**config.mk**
```make
export PLATFORM = sky130hd
export DESIGN_NAME = reaction_round_ctrl
export DESIGN_NICKNAME = d
export VERILOG_FILES = /design/src/rtl/reaction_pkg.sv /design/src/rtl/rt_tick_gen.sv /design/src/rtl/reaction_round_ctrl.sv
export SDC_FILE = /design/constraint.sdc
export NUM_CORES = 1
export LEC_CHECK = 0
export ABC_AREA = 1
export BUFFER_PORTS_ARGS = -buffer_cell sky130_fd_sc_hd__clkbuf_2
export CAP_MARGIN = 10
export CELL_PAD_IN_SITES_DETAIL_PLACEMENT = 1
export CELL_PAD_IN_SITES_GLOBAL_PLACEMENT = 1
export CORE_ASPECT_RATIO = 2
export CORE_MARGIN = 2
export CORE_UTILIZATION = 25
export CTS_BUF_LIST = sky130_fd_sc_hd__clkbuf_2 sky130_fd_sc_hd__clkbuf_4 sky130_fd_sc_hd__clkbuf_8
export CTS_CLUSTER_SIZE = 25
export DETAILED_ROUTE_END_ITERATION = 8
export PLACE_DENSITY = 0.6
export SYNTH_ARGS = -nofsm -noshare
export SYNTH_HDL_FRONTEND = slang
export SYNTH_SLANG_ARGS = --single-unit
```
**constraint.sdc**
```tcl
create_clock -name clk -period 2.5 [get_ports clk]
set_clock_uncertainty 0.15 [all_clocks]
set_input_delay 0.375 -clock clk [delete_from_list [all_inputs] [get_ports clk]]
set_output_delay 0.375 -clock clk [all_outputs]
set_load 0.03 [all_outputs]
```
**src/rtl/reaction_pkg.sv**
```systemverilog
// Shared definitions for the reaction-time game: fsm state encodings,
// option bit positions and the 16-bit LFSR used for the random foreperiod.
package reaction_pkg;

  typedef enum logic [2:0] {
    S0 = 3'b000,
    S1 = 3'b001,
    S2 = 3'b010,
    S3 = 3'b011,
    S4 = 3'b111,
    S5 = 3'b110
  } fsm_state_t;

  localparam int unsigned OPT_START = 3;
  localparam int unsigned OPT_REACT = 2;
  localparam int unsigned OPT_RAND  = 1;
  localparam int unsigned OPT_TOUT  = 0;

  localparam logic [15:0] LFSR_SEED = 16'hACE1;
  // Taps 16,14,13,11 as bit positions 15,13,12,10
  localparam logic [15:0] LFSR_TAPS = 16'hB400;

  function automatic logic [15:0] lfsr_next(input logic [15:0] cur);
    return {cur[14:0], ^(cur & LFSR_TAPS)};
  endfunction

endpackage

```
**src/rtl/rt_tick_gen.sv**
```systemverilog
// Tick prescaler: one-cycle pulse every DIV clocks; clear restarts a full period.
module rt_tick_gen #(
  parameter int unsigned DIV = 100000
) (
  input  logic clk,
  input  logic rst,
  input  logic clear,
  output logic tick
);

  localparam int unsigned   CW   = (DIV > 1) ? $clog2(DIV) : 1;
  localparam logic [CW-1:0] LAST = CW'(DIV - 1);

  logic [CW-1:0] cnt;

  always_ff @(posedge clk or posedge rst) begin
    if (rst)                        cnt <= '0;
    else if (clear || cnt == LAST)  cnt <= '0;
    else                            cnt <= cnt + CW'(1);
  end

  assign tick = (cnt == LAST) && !clear;

endmodule

```
**src/rtl/reaction_round_ctrl.sv**
```systemverilog
// Sequencer/timing engine feeding the reaction-game fsm: option pulses, random
// foreperiod, reaction counter, round count. AUTO_FINISH_EN selects auto session end.
module reaction_round_ctrl
  import reaction_pkg::*;
#(
  parameter int unsigned CLK_HZ     = 100_000_000,
  parameter int unsigned TICK_HZ    = 1000,
  parameter int unsigned RAND_MIN   = 1000,
  parameter int unsigned RAND_BITS  = 11,
  parameter int unsigned TIMEOUT    = 2000,
  parameter int unsigned MAX_ROUNDS = 5
) (
  input  logic        clk,
  input  logic        rst,
  input  logic        start_btn,
  input  logic        react_btn,
  input  logic        finish_btn,
  input  logic        mode,
  input  logic [2:0]  state,
  output logic [3:0]  option,
  output logic [15:0] act_time,
  output logic        finish_test,
  output logic [3:0]  round_cnt
);

  localparam logic [15:0] RAND_MASK = 16'((32'd1 << RAND_BITS) - 32'd1);
  localparam logic [15:0] RAND_BASE = 16'(RAND_MIN);
  localparam logic [15:0] TOUT_THR  = 16'(TIMEOUT);

  if (MAX_ROUNDS == 0 || MAX_ROUNDS > 15 || RAND_MIN == 0) begin : g_param_check
    $error("reaction_round_ctrl: MAX_ROUNDS must be 1..15 and RAND_MIN nonzero");
  end

  logic [2:0]  state_q;
  logic        state_chg;
  logic        entry_s1, entry_s3, entry_s4, entry_s5;
  logic        in_s1, in_s3;
  logic        tick;
  logic        start_prev, react_prev;
  logic        start_edge, react_edge;
  logic        start_pulse, react_pulse, rand_pulse, tout;
  logic [15:0] lfsr;
  logic [15:0] delay_cnt;
  logic [15:0] act_cnt;
  logic [3:0]  rounds, round_next;
  logic        fin_q;

  assign state_chg  = (state != state_q);
  assign entry_s1   = (state == S1) && (state_q != S1);
  assign entry_s3   = (state == S3) && (state_q != S3);
  assign entry_s4   = (state == S4) && (state_q != S4);
  assign entry_s5   = (state == S5) && (state_q != S5);
  assign in_s1      = (state == S1) && !state_chg;
  assign in_s3      = (state == S3) && !state_chg;
  assign start_edge = start_btn && !start_prev;
  assign react_edge = react_btn && !react_prev;

  rt_tick_gen #(
    .DIV (CLK_HZ / TICK_HZ)
  ) u_tick (
    .clk   (clk),
    .rst   (rst),
    .clear (state_chg),
    .tick  (tick)
  );

  always_ff @(posedge clk or posedge rst) begin
    if (rst) begin
      state_q     <= S0;
      start_prev  <= 1'b0;
      react_prev  <= 1'b0;
      start_pulse <= 1'b0;
      react_pulse <= 1'b0;
      lfsr        <= LFSR_SEED;
    end else begin
      state_q     <= state;
      start_prev  <= start_btn;
      react_prev  <= react_btn;
      start_pulse <= start_edge;
      react_pulse <= react_edge;
      lfsr        <= lfsr_next(lfsr);
    end
  end

  // Delay parks at zero after the pulse, so a long stay in S1 cannot re-fire
  always_ff @(posedge clk or posedge rst) begin
    if (rst) begin
      delay_cnt  <= '0;
      rand_pulse <= 1'b0;
    end else begin
      rand_pulse <= in_s1 && tick && (delay_cnt == 16'd1);
      if (entry_s1)
        delay_cnt <= RAND_BASE + (lfsr & RAND_MASK);
      else if (in_s1 && tick && delay_cnt != '0)
        delay_cnt <= delay_cnt - 16'd1;
    end
  end

  // A press freezes the count both in its edge cycle and in the pulse cycle
  always_ff @(posedge clk or posedge rst) begin
    if (rst)
      act_cnt <= '0;
    else if (entry_s3)
      act_cnt <= '0;
    else if (in_s3 && tick && !react_edge && !react_pulse && act_cnt != '1)
      act_cnt <= act_cnt + 16'd1;
  end

  assign tout = (state_q == S3) && (act_cnt >= TOUT_THR);

  always_comb begin
    round_next = rounds;
    if (!mode || entry_s5)
      round_next = '0;
    else if (entry_s4 && rounds != '1)
      round_next = rounds + 4'd1;
  end

  always_ff @(posedge clk or posedge rst) begin
    if (rst) rounds <= '0;
    else     rounds <= round_next;
  end

`ifdef AUTO_FINISH_EN
  localparam logic [3:0] ROUND_LIM = 4'(MAX_ROUNDS);

  always_ff @(posedge clk or posedge rst) begin
    if (rst) fin_q <= 1'b0;
    else     fin_q <= mode && (state == S4) && (round_next >= ROUND_LIM);
  end
`else
  always_ff @(posedge clk or posedge rst) begin
    if (rst) fin_q <= 1'b0;
    else     fin_q <= finish_btn;
  end
`endif

  always_comb begin
    option            = '0;
    option[OPT_START] = start_pulse;
    option[OPT_REACT] = react_pulse;
    option[OPT_RAND]  = rand_pulse;
    option[OPT_TOUT]  = tout;
  end

  assign act_time    = act_cnt;
  assign finish_test = fin_q;
  assign round_cnt   = rounds;

endmodule
```
# --- Word level (Yosys, flattened, before mapping) ---
# Cells that the tools add are included.
# Widths: inputs -> output; s select.
classes:
  n_mux: 7
  n_reduce_logical: 31
  n_lt_le_gt_ge: 1
  add_sub_neg: 5
  n_eq_ne: 14
op_table:
  columns: ["operator", "count"]
  rows:
  - ["$mux 16", 4]
  - ["$logic_and 1x1->1", 18]
  - ["$add 17x1->17 const B", 1]
  - ["$eq 17x17->1 const B", 1]
  - ["$mux 17", 1]
  - ["$add 16x1->16 const B", 1]
  - ["$eq 16x1->1 const B", 1]
  - ["$ge 16x11->1 const B", 1]
  - ["$ne 16x16->1 const B", 1]
  - ["$reduce_bool 16->1", 1]
  - ["$reduce_xor 16->1", 1]
  - ["$sub 16x1->16 const B", 1]
  - ["$add 10x11->12 const A", 1]
  - ["$mux 4", 2]
  - ["$eq 3x2->1 const B", 2]
  - ["$eq 3x3->1 const B", 2]
  - ["$logic_not 1->1", 6]
  - ["$ne 3x3->1 const B", 2]
  - ["$reduce_bool 2->1", 3]
  - ["$add 4x1->4 const B", 1]
  - ["$ne 4x4->1 const B", 1]
  - ["$eq 3x1->1 const B", 1]
  - ["$ne 3x1->1 const B", 1]
  - ["$ne 3x2->1 const B", 1]
  - ["other kinds (2)", 3]
word_totals:
  out_inout_bits: 25
  register_bits: 78

# --- Depth between registers and ports, before layout ---
# Gate-level depths: netlist of run 1.
depth:
  ltp_word: 9
  mapped_depth: 11
  ltp_nobuf: 11

# --- Hierarchy ---
# From an unflattened synthesis of run 1, not the netlist that was laid out.
unflattened:
  cells_unflattened: 618
  area_unflattened_um2: 4604.4
by_module_without_submodules:
  columns: ["module", "seq_area_each_um2", "instances", "cells_per_inst", "area_each_um2"]
  rows:
  - ["reaction_round_ctrl", 1536.5, 1, 486, 3572.2]
  - ["rt_tick_gen", 425.4, 1, 132, 1032.2]

# --- Worst setup path before layout of run 1 ---
# OpenSTA, ideal clock, no wires.
synth_path:
  path_type: "reg-to-reg"
  from: "register act_cnt[1] (netlist: act_time[1])"
  to: "register act_cnt[5] (netlist: act_time[5])"
  path_stages_with_launch: 10
  required_ns: 2.232
  setup_time_ns: 0.118
  path_buffers: 1
  setup_slack_ns: 0.574
  arrival_time_ns: 1.658
  path_cell_list: "dfrtp_1 ha_1 nand3_2 nor2_4 nand3_2 o21bai_2 nor2_4 buf_6 nand3_1 nand2_1"
synth_between:
  elab_chain_len: 3
synth_lines:
  columns: ["element", "line_no", "text"]
  rows:
  - ["from (decl)", "reaction_round_ctrl.sv:44", "logic [15:0] act_cnt;"]
  - ["from (signal assigned)", "reaction_round_ctrl.sv:106", "act_cnt <= act_cnt + 16'd1;"]
  - ["$add 16x1->16 / $ne 16x16->1 (equally long branches)", "reaction_round_ctrl.sv:106, reaction_round_ctrl.sv:105", null]
  - ["$mux 16 / $logic_and 1x1->1 (equally long branches)", "reaction_round_ctrl.sv:105", "else if (in_s3 && tick && !react_edge && !react_pulse && act_cnt != '1)"]
  - ["$mux 16 / $reduce_bool 2->1 (equally long branches)", null, null]
# Several ways; a longest one is shown, not always the timed one. The select of a mux whose other input is x is not followed.
# A chain may end at the register's enable or synchronous reset.

# --- Final worst setup path of run 1 ---
layout_path:
  from: "register act_cnt[9] (netlist: act_time[9])"
  to: "output option[0]"
layout_between:
  elab_chain_len: 2
layout_lines:
  columns: ["element", "line_no", "text"]
  rows:
  - ["$ge 16x11->1", "reaction_round_ctrl.sv:109", "assign tout = (state_q == S3) && (act_cnt >= TOUT_THR);"]
  - ["$logic_and 1x1->1", "reaction_round_ctrl.sv:109", null]
  - ["to (decl)", "reaction_round_ctrl.sv:20", "output logic [3:0] option,"]
# Every way passes these cells.

==> results of run 1 <==
-- where the power goes --
| group | leakage [nW] | internal [mW] | switching, mW | total (mW) |
|---|---|---|---|---|
| clock | 0.0951 | 0.494 | 0.532 | 1.03 |
| sequential | 1.03 | 1.38 | 0.150 | 1.53 |
| combinational | 1.35 | 0.308 | 0.533 | 0.841 |
| total | 2.47 | 2.18 | 1.21 | 3.40 |
-- sequential cells by signal (all words and copies together) (netlist names) --
| signal | cells |
|---|---|
| state_q | 3 |
| start_pulse | 1 |
| react_pulse | 1 |
| u_tick.cnt | 17 |
| round_cnt | 4 |
| react_prev | 1 |
| finish_test | 1 |
| delay_cnt | 16 |
| start_prev | 1 |
| rand_pulse | 1 |
| act_time | 16 |
| lfsr | 16 |
-- kinds of logic after synthesis --
group | after synthesis | synth area share [%]
AND/OR/NAND/NOR | 359 | 36.7
flip-flops | 78 | 43.9
buffers and inverters | 73 | 7.84
XOR/XNOR | 31 | 6.08
AO/OA/AOI/OAI | 26 | 3.28
adder cells (fa/ha/maj) | 8 | 2.24
-- per-layer routing --
metal  global-route usage, %  up-vias
met4                    4.27        0
met5                       0        -
met2                    20.8       32
met3                    2.70        7
met1                    16.4     1847
li1                        -     1910
-- stage by stage --
step                total power [mW]  area (sq um)
floorplan                       2.19          4470
global placement                2.39          4820
detailed placement              2.41          4820
CTS                             3.48          5080
global route                    3.66          5080
finish                          3.40          5080
-- path summary, 6_finish.rpt --
check	to	depth (start not counted)	start
worst max-delay path	option[0]	5	act_time[9]
worst min register to register	lfsr[15]	0	lfsr[14]
worst min-delay path	state_q[0]	1	state[0]
worst max register to register	u_tick.cnt[13]	8	u_tick.cnt[0]
min in group asynchronous	finish_test	4	rst
max in group asynchronous	lfsr[13]	4	rst
-- worst reg2reg max path, cell delays in order (launching register included) --
cell     delay, ns
dfrtp_1       0.37
ha_1          0.21
nand2_2       0.09
nor2_4        0.13
nand3_1       0.10
nor2_2        0.13
nand2_1       0.11
nand2_1       0.47
nor3_1        0.13
-- synth_stat cells (5+ instances only) --
cell	instances
dfstp_2	8
nor3_1	21
buf_4	7
o21ai_0	10
nand4_1	7
xor2_1	20
inv_1	54
nand3_2	5
nand3_1	81
dfrtp_1	70
nor2_1	74
xnor2_1	11
nor2_2	5
nand2_1	147
a21oi_1	8
ha_1	8
-- final cells by class --
type	instances	area [sq um]	area share [%]
clock inverters	6	70.1	1.38
flip-flops and latches	78	1960	38.6
repair buffers	43	265	5.23
inverters	57	218	4.29
multi-input cells	424	2160	42.5
clock buffers	10	138	2.71
well taps	213	267	5.25
==> impl_metrics.json, run 1 <==
{
  "critPathMaxStageDelay_ns": 0.47,
  "die-area_sq_um": 19000,
  "maxSlewHeadroom_pct": 61.2,
  "cts-root-buf": "clkbuf_8",
  "async_flop_share_pct": 100,
  "tightest_slew_ns": 0.580,
  "fp.dieH_microns": 193,
  "yosys_warnings": 0,
  "fillers": 2208,
  "vias": 3796,
  "power_density_nw_per_um2": 670,
  "wl_microns": 11200,
  "grt_usage_pct": 12.6,
  "setup-tns-final_ns": 0,
  "finalCritPeriodShare_pct": 88.7,
  "ir_worst_vdd_uv": 238,
  "met1_length_microns": 5410,
  "top_layer": "met4",
  "synth_enable_flop_cells": 0,
  "netlist_instances": 575,
  "cp_max_fo": 5,
  "cts.hold.buffers_added": 5,
  "wl_per_cell_microns": 13.4,
  "status": "finished clean",
  "ant_nets": 0,
  "io_pins": 34,
  "pre_cts_slack_ns": 0.455,
  "clk_pin_slew_ns": 0.09,
  "wl_met3_microns": 224,
  "fp.dieW_microns": 98.5,
  "crit_type": "reg -> out",
  "grt_max_degree": 79,
  "ys_seq_elements": 78,
  "period_minus_slack_ns": 2.22,
  "synth_top_area_cell": "dfrtp_1",
  "crit_slowest_cell": "dfrtp_1",
  "first_pass_iters": 4,
  "antenna_found_initial": 0,
  "hold_path.class": "in -> reg",
  "ys_dominant_reg_cell": "dfrtp_1",
  "endpoint_kind": "output port",
  "cts_made_buffers": 9,
  "final_common_cell": "nand2_1",
  "crit_arrival_ns": 1.69,
  "routed-wl-met2_microns": 5390,
  "syn_avg_cell_area_sq_um": 7.77,
  "htreeDepth": 3,
  "maxSlewViolCount": 0,
  "grt_pass1_vias": 3999,
  "overflow": 0,
  "whs_ns": 0.0466,
  "synth_area_sq_um": 4470,
  "drtIter0Drc": 117,
  "grt_pass1_wl_microns": 19500,
  "route.detailed.drc": 0,
  "gp_congestion": 0.791,
  "cts_setup_buffers": 0,
  "setup_viol": 0,
  "io_buffer_count": 33,
  "clock_latency_ns": 0.37,
  "cp_top_family": "flip-flops",
  "synth_cell_types": 35,
  "synth_fp_nets": 592,
  "p_leak_nw": 2.47,
  "insertedDiodeCount": 0,
  "start_util_pct": 25.4,
  "dp_hpwl_microns": 7890,
  "fin_ws_ns": 0.283,
  "dp.cells": 810,
  "r2r_slack_ns": 0.47,
  "grt_setup_unrepaired": "no",
  "yosysSeqAreaShare_pct": 43.9,
  "nets": 630,
  "fin_cells": 831,
  "design.core.area_sq_um": 17600,
  "hold_violations": 0,
  "row_count": 69,
  "cp.required_ns": 1.98,
  "maxCapViolCount": 0,
  "cts_resized": 0,
  "utilization_pct": 28.8,
  "area_growth_pct": 13.6,
  "cts_sinks": 78,
  "drive_gt1_share_pct": 14.6,
  "max_freq_mhz": 451,
  "synth_top_area_share_pct": 39.2,
  "crit_chain": "nand2_1 > nor2_1 > o211ai_1 > a31oi_1 > clkbuf_2",
  "layout_common_cells": "nand2_1 (147), nand3_1 (81), nor2_1 (74)",
  "synth_top_cells_by_area": "dfrtp_1 (39%), nand2_1 (12%), nand3_1 (9.1%)",
  "cts_tree": "built",
  "clockBufferDepth": 2,
  "viasPerCell": 4.57,
  "critPathBufInv": 1,
  "critPathLaunchType": "flip-flop"
}
Note: power is estimated with default switching activity, not from simulation.
==> run 2, diff against run 1 <==
Settings changed: CORE_MARGIN 2 to unset.
==> impl_metrics.json, run 2 (same netlist as run 1, synthesis figures left out) <==
{
  "status": "finished clean",
  "clockBufferDepth": 2,
  "overflow": 0,
  "viasPerCell": 4.76,
  "route.detailed.drc": 0,
  "hold_path.class": "in -> reg",
  "first_pass_iters": 4,
  "start_util_pct": 25.7,
  "wl_per_cell_microns": 14.6,
  "period_minus_slack_ns": 2.16,
  "cts_sinks": 78,
  "placed_cell_area_sq_um": 4810,
  "endpoint": "option[0]",
  "gp_congestion": 0.773,
  "timing.rr.end": "delay_cnt[12]",
  "largest_register_ff_count": 17,
  "timing.rr.start": "u_tick.cnt[0]",
  "cp_max_fo": 5,
  "ant_nets": 0,
  "whs_ns": 0.0198,
  "setup-tns-final_ns": 0,
  "total_power_mw": 3.37,
  "drive_gt1_share_pct": 14.3,
  "power_density_nw_per_um2": 668,
  "area_growth_pct": 12.8,
  "critPathLaunchType": "flip-flop",
  "dp.cells": 806,
  "cts_setup_buffers": 0,
  "design.core.area_sq_um": 17400,
  "critPathBufInv": 1,
  "p_leak_nw": 2.47,
  "grt_setup_unrepaired": "no",
  "cts-root-buf": "clkbuf_8",
  "crit_path_start": "act_time[6]",
  "grt_max_degree": 69,
  "maxSlewViolCount": 0,
  "max_freq_mhz": 463,
  "layout_common_cells": "nand2_1 (147), nand3_1 (81), nor2_1 (74)",
  "cts_tree": "built",
  "critPathMaxStageDelay_ns": 0.47,
  "nets": 628,
  "pre_cts_slack_ns": 0.402,
  "fin_ws_ns": 0.340,
  "cp_top_family": "flip-flops",
  "io_buffer_count": 33,
  "row_count": 68,
  "dp_hpwl_microns": 9200,
  "crit_type": "reg -> out",
  "vias": 3926,
  "antenna_found_initial": 0,
  "globalRouteMet3Util_pct": 1.87,
  "endpoint_kind": "output port",
  "crit_slowest_cell": "dfrtp_1",
  "cp.required_ns": 1.98,
  "met2_usage_pct": 28.3,
  "tightest_slew_ns": 0.574,
  "final_common_cell": "nand2_1",
  "insertedDiodeCount": 0,
  "grt_pass1_wl_microns": 20500,
  "fp.dieH_microns": 191,
  "stdcell_area_sq_um": 5040,
  "globalRouteMet1Util_pct": 13.9,
  "fp.dieW_microns": 96.5,
  "grt_pass1_vias": 4336,
  "cts.hold.buffers_added": 4,
  "hold_violations": 0,
  "crit_arrival_ns": 1.63,
  "setup_viol": 0,
  "maxSlewHeadroom_pct": 61.6,
  "clk_pin_slew_ns": 0.08,
  "cp.depth": 5,
  "grt_busiest_layer": "met2",
  "wl_microns": 12000,
  "cts_resized": 0,
  "clock_latency_ns": 0.35,
  "maxCapViolCount": 0,
  "htreeDepth": 3,
  "utilization_pct": 29.0,
  "finalCritPeriodShare_pct": 86.4,
  "die-area_sq_um": 18400,
  "regMostFlops": "u_tick.cnt",
  "cts_made_buffers": 9,
  "fin_cells": 825,
  "grt_usage_pct": 14.5,
  "r2r_slack_ns": 0.43,
  "drtIter0Drc": 99,
  "io_pins": 34,
  "crit_chain": "nand2_1 > nor2_1 > o211ai_1 > a31oi_1 > clkbuf_2",
  "ir_worst_vdd_uv": 231,
  "reg2reg_depth": 9
}
## run 2: cell types whose count changed in the layout (fill, tap and decap cells not counted), sizes merged
cell	change
inv	-1
clkbuf	+1
clkinvlp	-3
clkinv	+2
buf	-1
dlygate4sd3	-1
## run 2: worst register-to-register path, stage by stage (launching register included)
cell and delay, ns:
dfrtp_1 0.38, ha_1 0.22, nand2_2 0.09, nor2_4 0.16
nand3_1 0.12, nor2_2 0.16, nand4_4 0.28, nand2_4 0.30
nand2_1 0.10, nand2_1 0.06
## run 2: worst min-delay path by stage
stage | slack, ns | to | cells past startpoint | start
2_1_floorplan | 0.18 | lfsr[15] | 0 | lfsr[14]
3_3_place_gp | 0.17 | finish_test | 2 | rst
3_5_place_dp | 0.19 | finish_test | 2 | rst
4_1_cts | 0.007 | state_q[1] | 1 | state[1]
5_1_grt | 0.01 | state_q[1] | 1 | state[1]
6_report | 0.02 | state_q[1] | 1 | state[1]
## run 2: layer usage
metal  part of all wire [%]  wire, microns
met3                    1.6            187
met5                      0              0
met1                     36           4350
met2                     58           7000
met4                    4.0            484
## run 2: cell type report
cell class	instances	area, sq um
clock buffers	11	145
clock inverters	4	48.8
fillers	2195	12300
inverters	57	218
multi-input cells	424	2160
flip-flops and latches	78	1960
well taps	210	263
repair buffers	41	248
## run 2: report_power, final
part,leakage [nW],internal (mW),total (mW),switching [mW]
sequential,1.03,1.38,1.54,0.162
clock,0.103,0.493,0.968,0.475
combinational,1.34,0.306,0.854,0.548
==> run 3, diff against run 2 <==
Settings changed: MAX_ROUTING_LAYER set to met4.
==> impl_metrics.json, run 3 (same netlist as run 1, synthesis figures left out) <==
{
  "max_freq_mhz": 463,
  "clk_pin_slew_ns": 0.09,
  "antenna_found_initial": 0,
  "r2r_slack_ns": 0.43,
  "hold_path.class": "in -> reg",
  "clockBufferDepth": 2,
  "route.detailed.drc": 0,
  "fin_cells": 825,
  "intPower_mw": 2.18,
  "cts-root-buf": "clkbuf_8",
  "io_buffer_count": 33,
  "cts_resized": 0,
  "cts_made_buffers": 9,
  "hold_end": "state_q[1]",
  "overflow": 0,
  "critPathMaxStageDelay_ns": 0.47,
  "cp_max_fo": 5,
  "ir_worst_vdd_uv": 237,
  "drtIter0Drc": 89,
  "endpoint_kind": "output port",
  "row_count": 68,
  "grt_setup_unrepaired": "no",
  "hold_path_depth": 1,
  "crit_slowest_cell": "dfrtp_1",
  "crit_chain": "nand2_1 > nor2_1 > o211ai_1 > a31oi_1 > clkbuf_2",
  "switching_share_pct": 35.3,
  "hp-start": "state[1]",
  "reg2reg_depth": 9,
  "grt_pass1_wl_microns": 20600,
  "fillers": 2195,
  "htreeDepth": 3,
  "setup-tns-final_ns": 0,
  "p_leak_nw": 2.47,
  "nets": 628,
  "viasPerCell": 4.76,
  "vias": 3923,
  "layout_common_cells": "nand2_1 (147), nand3_1 (81), nor2_1 (74)",
  "cts_setup_buffers": 0,
  "io_pins": 34,
  "drive_gt1_share_pct": 14.3,
  "fp.dieH_microns": 191,
  "largest_register_ff_count": 17,
  "timing.rr.end": "delay_cnt[12]",
  "grt_usage_pct": 15.0,
  "design.core.area_sq_um": 17400,
  "ant_nets": 0,
  "timing.rr.start": "u_tick.cnt[0]",
  "maxSlewHeadroom_pct": 61.7,
  "crit_type": "reg -> out",
  "dp.cells": 806,
  "grt_max_degree": 69,
  "cts_tree": "built",
  "cts.hold.buffers_added": 4,
  "hold_violations": 0,
  "fp.dieW_microns": 96.5,
  "dp_hpwl_microns": 9200,
  "wl_per_cell_microns": 14.6,
  "start_util_pct": 25.7,
  "clkPwrFrac_pct": 28.9,
  "cts_sinks": 78,
  "setup_viol": 0,
  "status": "finished clean",
  "first_pass_iters": 4,
  "grt_pass1_vias": 4308,
  "die-area_sq_um": 18400,
  "gp_congestion": 0.784,
  "tightest_slew_ns": 0.573,
  "crit_arrival_ns": 1.64,
  "switching_power_mw": 1.19,
  "insertedDiodeCount": 0,
  "finalCritPeriodShare_pct": 86.4,
  "comb_power_share_pct": 25.3,
  "power_density_nw_per_um2": 669,
  "final_common_cell": "nand2_1",
  "area_growth_pct": 12.8,
  "cp.required_ns": 1.98,
  "wl_microns": 12000,
  "seqPwrFrac_pct": 45.8,
  "critPathLaunchType": "flip-flop",
  "maxCapViolCount": 0,
  "clock_latency_ns": 0.36,
  "maxSlewViolCount": 0,
  "period_minus_slack_ns": 2.16,
  "regMostFlops": "u_tick.cnt"
}
-- run 3: final cells by class --
| cell class | count | area [sq um] | share of cell area (%) |
|---|---|---|---|
| Inverter | 57 | 218 | 4.32 |
| Sequential cell | 78 | 1960 | 38.9 |
| Clock buffer | 11 | 145 | 2.88 |
| Clock inverter | 4 | 48.8 | 0.968 |
| Multi-Input combinational cell | 424 | 2160 | 42.8 |
| Timing Repair Buffer | 41 | 248 | 4.91 |
| Tap cell | 210 | 263 | 5.21 |
-- run 3: worst max path at each step --
stage | cells past startpoint | startpoint | to
finish | 5 | act_time[6] | option[0]
global route | 9 | u_tick.cnt[0] | delay_cnt[13]
CTS | 5 | act_time[6] | option[0]
detailed placement | 9 | u_tick.cnt[0] | delay_cnt[2]
global placement | 8 | u_tick.cnt[0] | u_tick.cnt[13]
floorplan | 9 | act_time[1] | act_time[5]
-- run 3: worst max-delay path: cells and delay by family, from the launching register on --
family                 cells  cell delay (ns)
and+or+nand+nor            2             0.30
AOI/OAI and AO/OA          2             0.27
DFF                        1             0.47
buffers and inverters      1             0.23
-- run 3: metal layers --
metal / track usage (%) / vias to the layer above / part of all wire, %
met5: - / - / 0
met4: 7.52 / 0 / 4.0
met1: 14.1 / 1952 / 36
met2: 28.2 / 43 / 58
met3: 2.23 / 26 / 1.8
li1: - / 1902 / -
-- run 3: power groups by stage --
stage	combinational [mW]	clock (mW)	sequential (mW)
floorplan	0.673	0	1.52
global placement	0.830	0	1.56
detailed placement	0.863	0	1.57
CTS	0.873	1.01	1.55
global route	0.988	1.06	1.56
finish	0.854	0.974	1.54
-- run 3: through the flow --
step | hold slack [ns] | power (mW) | worst slack (ns) | instance area [sq um] | util, %
2_1_floorplan | 0.183 | 2.19 | 0.574 | 4470 | -
3_3_place_gp | 0.174 | 2.39 | 0.486 | 4810 | 27.7
3_5_place_dp | 0.185 | 2.43 | 0.402 | 4810 | 27.7
4_1_cts | 0.00705 | 3.43 | 0.314 | 5040 | 29.0
5_1_grt | 0.00947 | 3.61 | 0.205 | 5040 | 29.0
6_report | 0.0136 | 3.37 | 0.340 | 5040 | 29.0
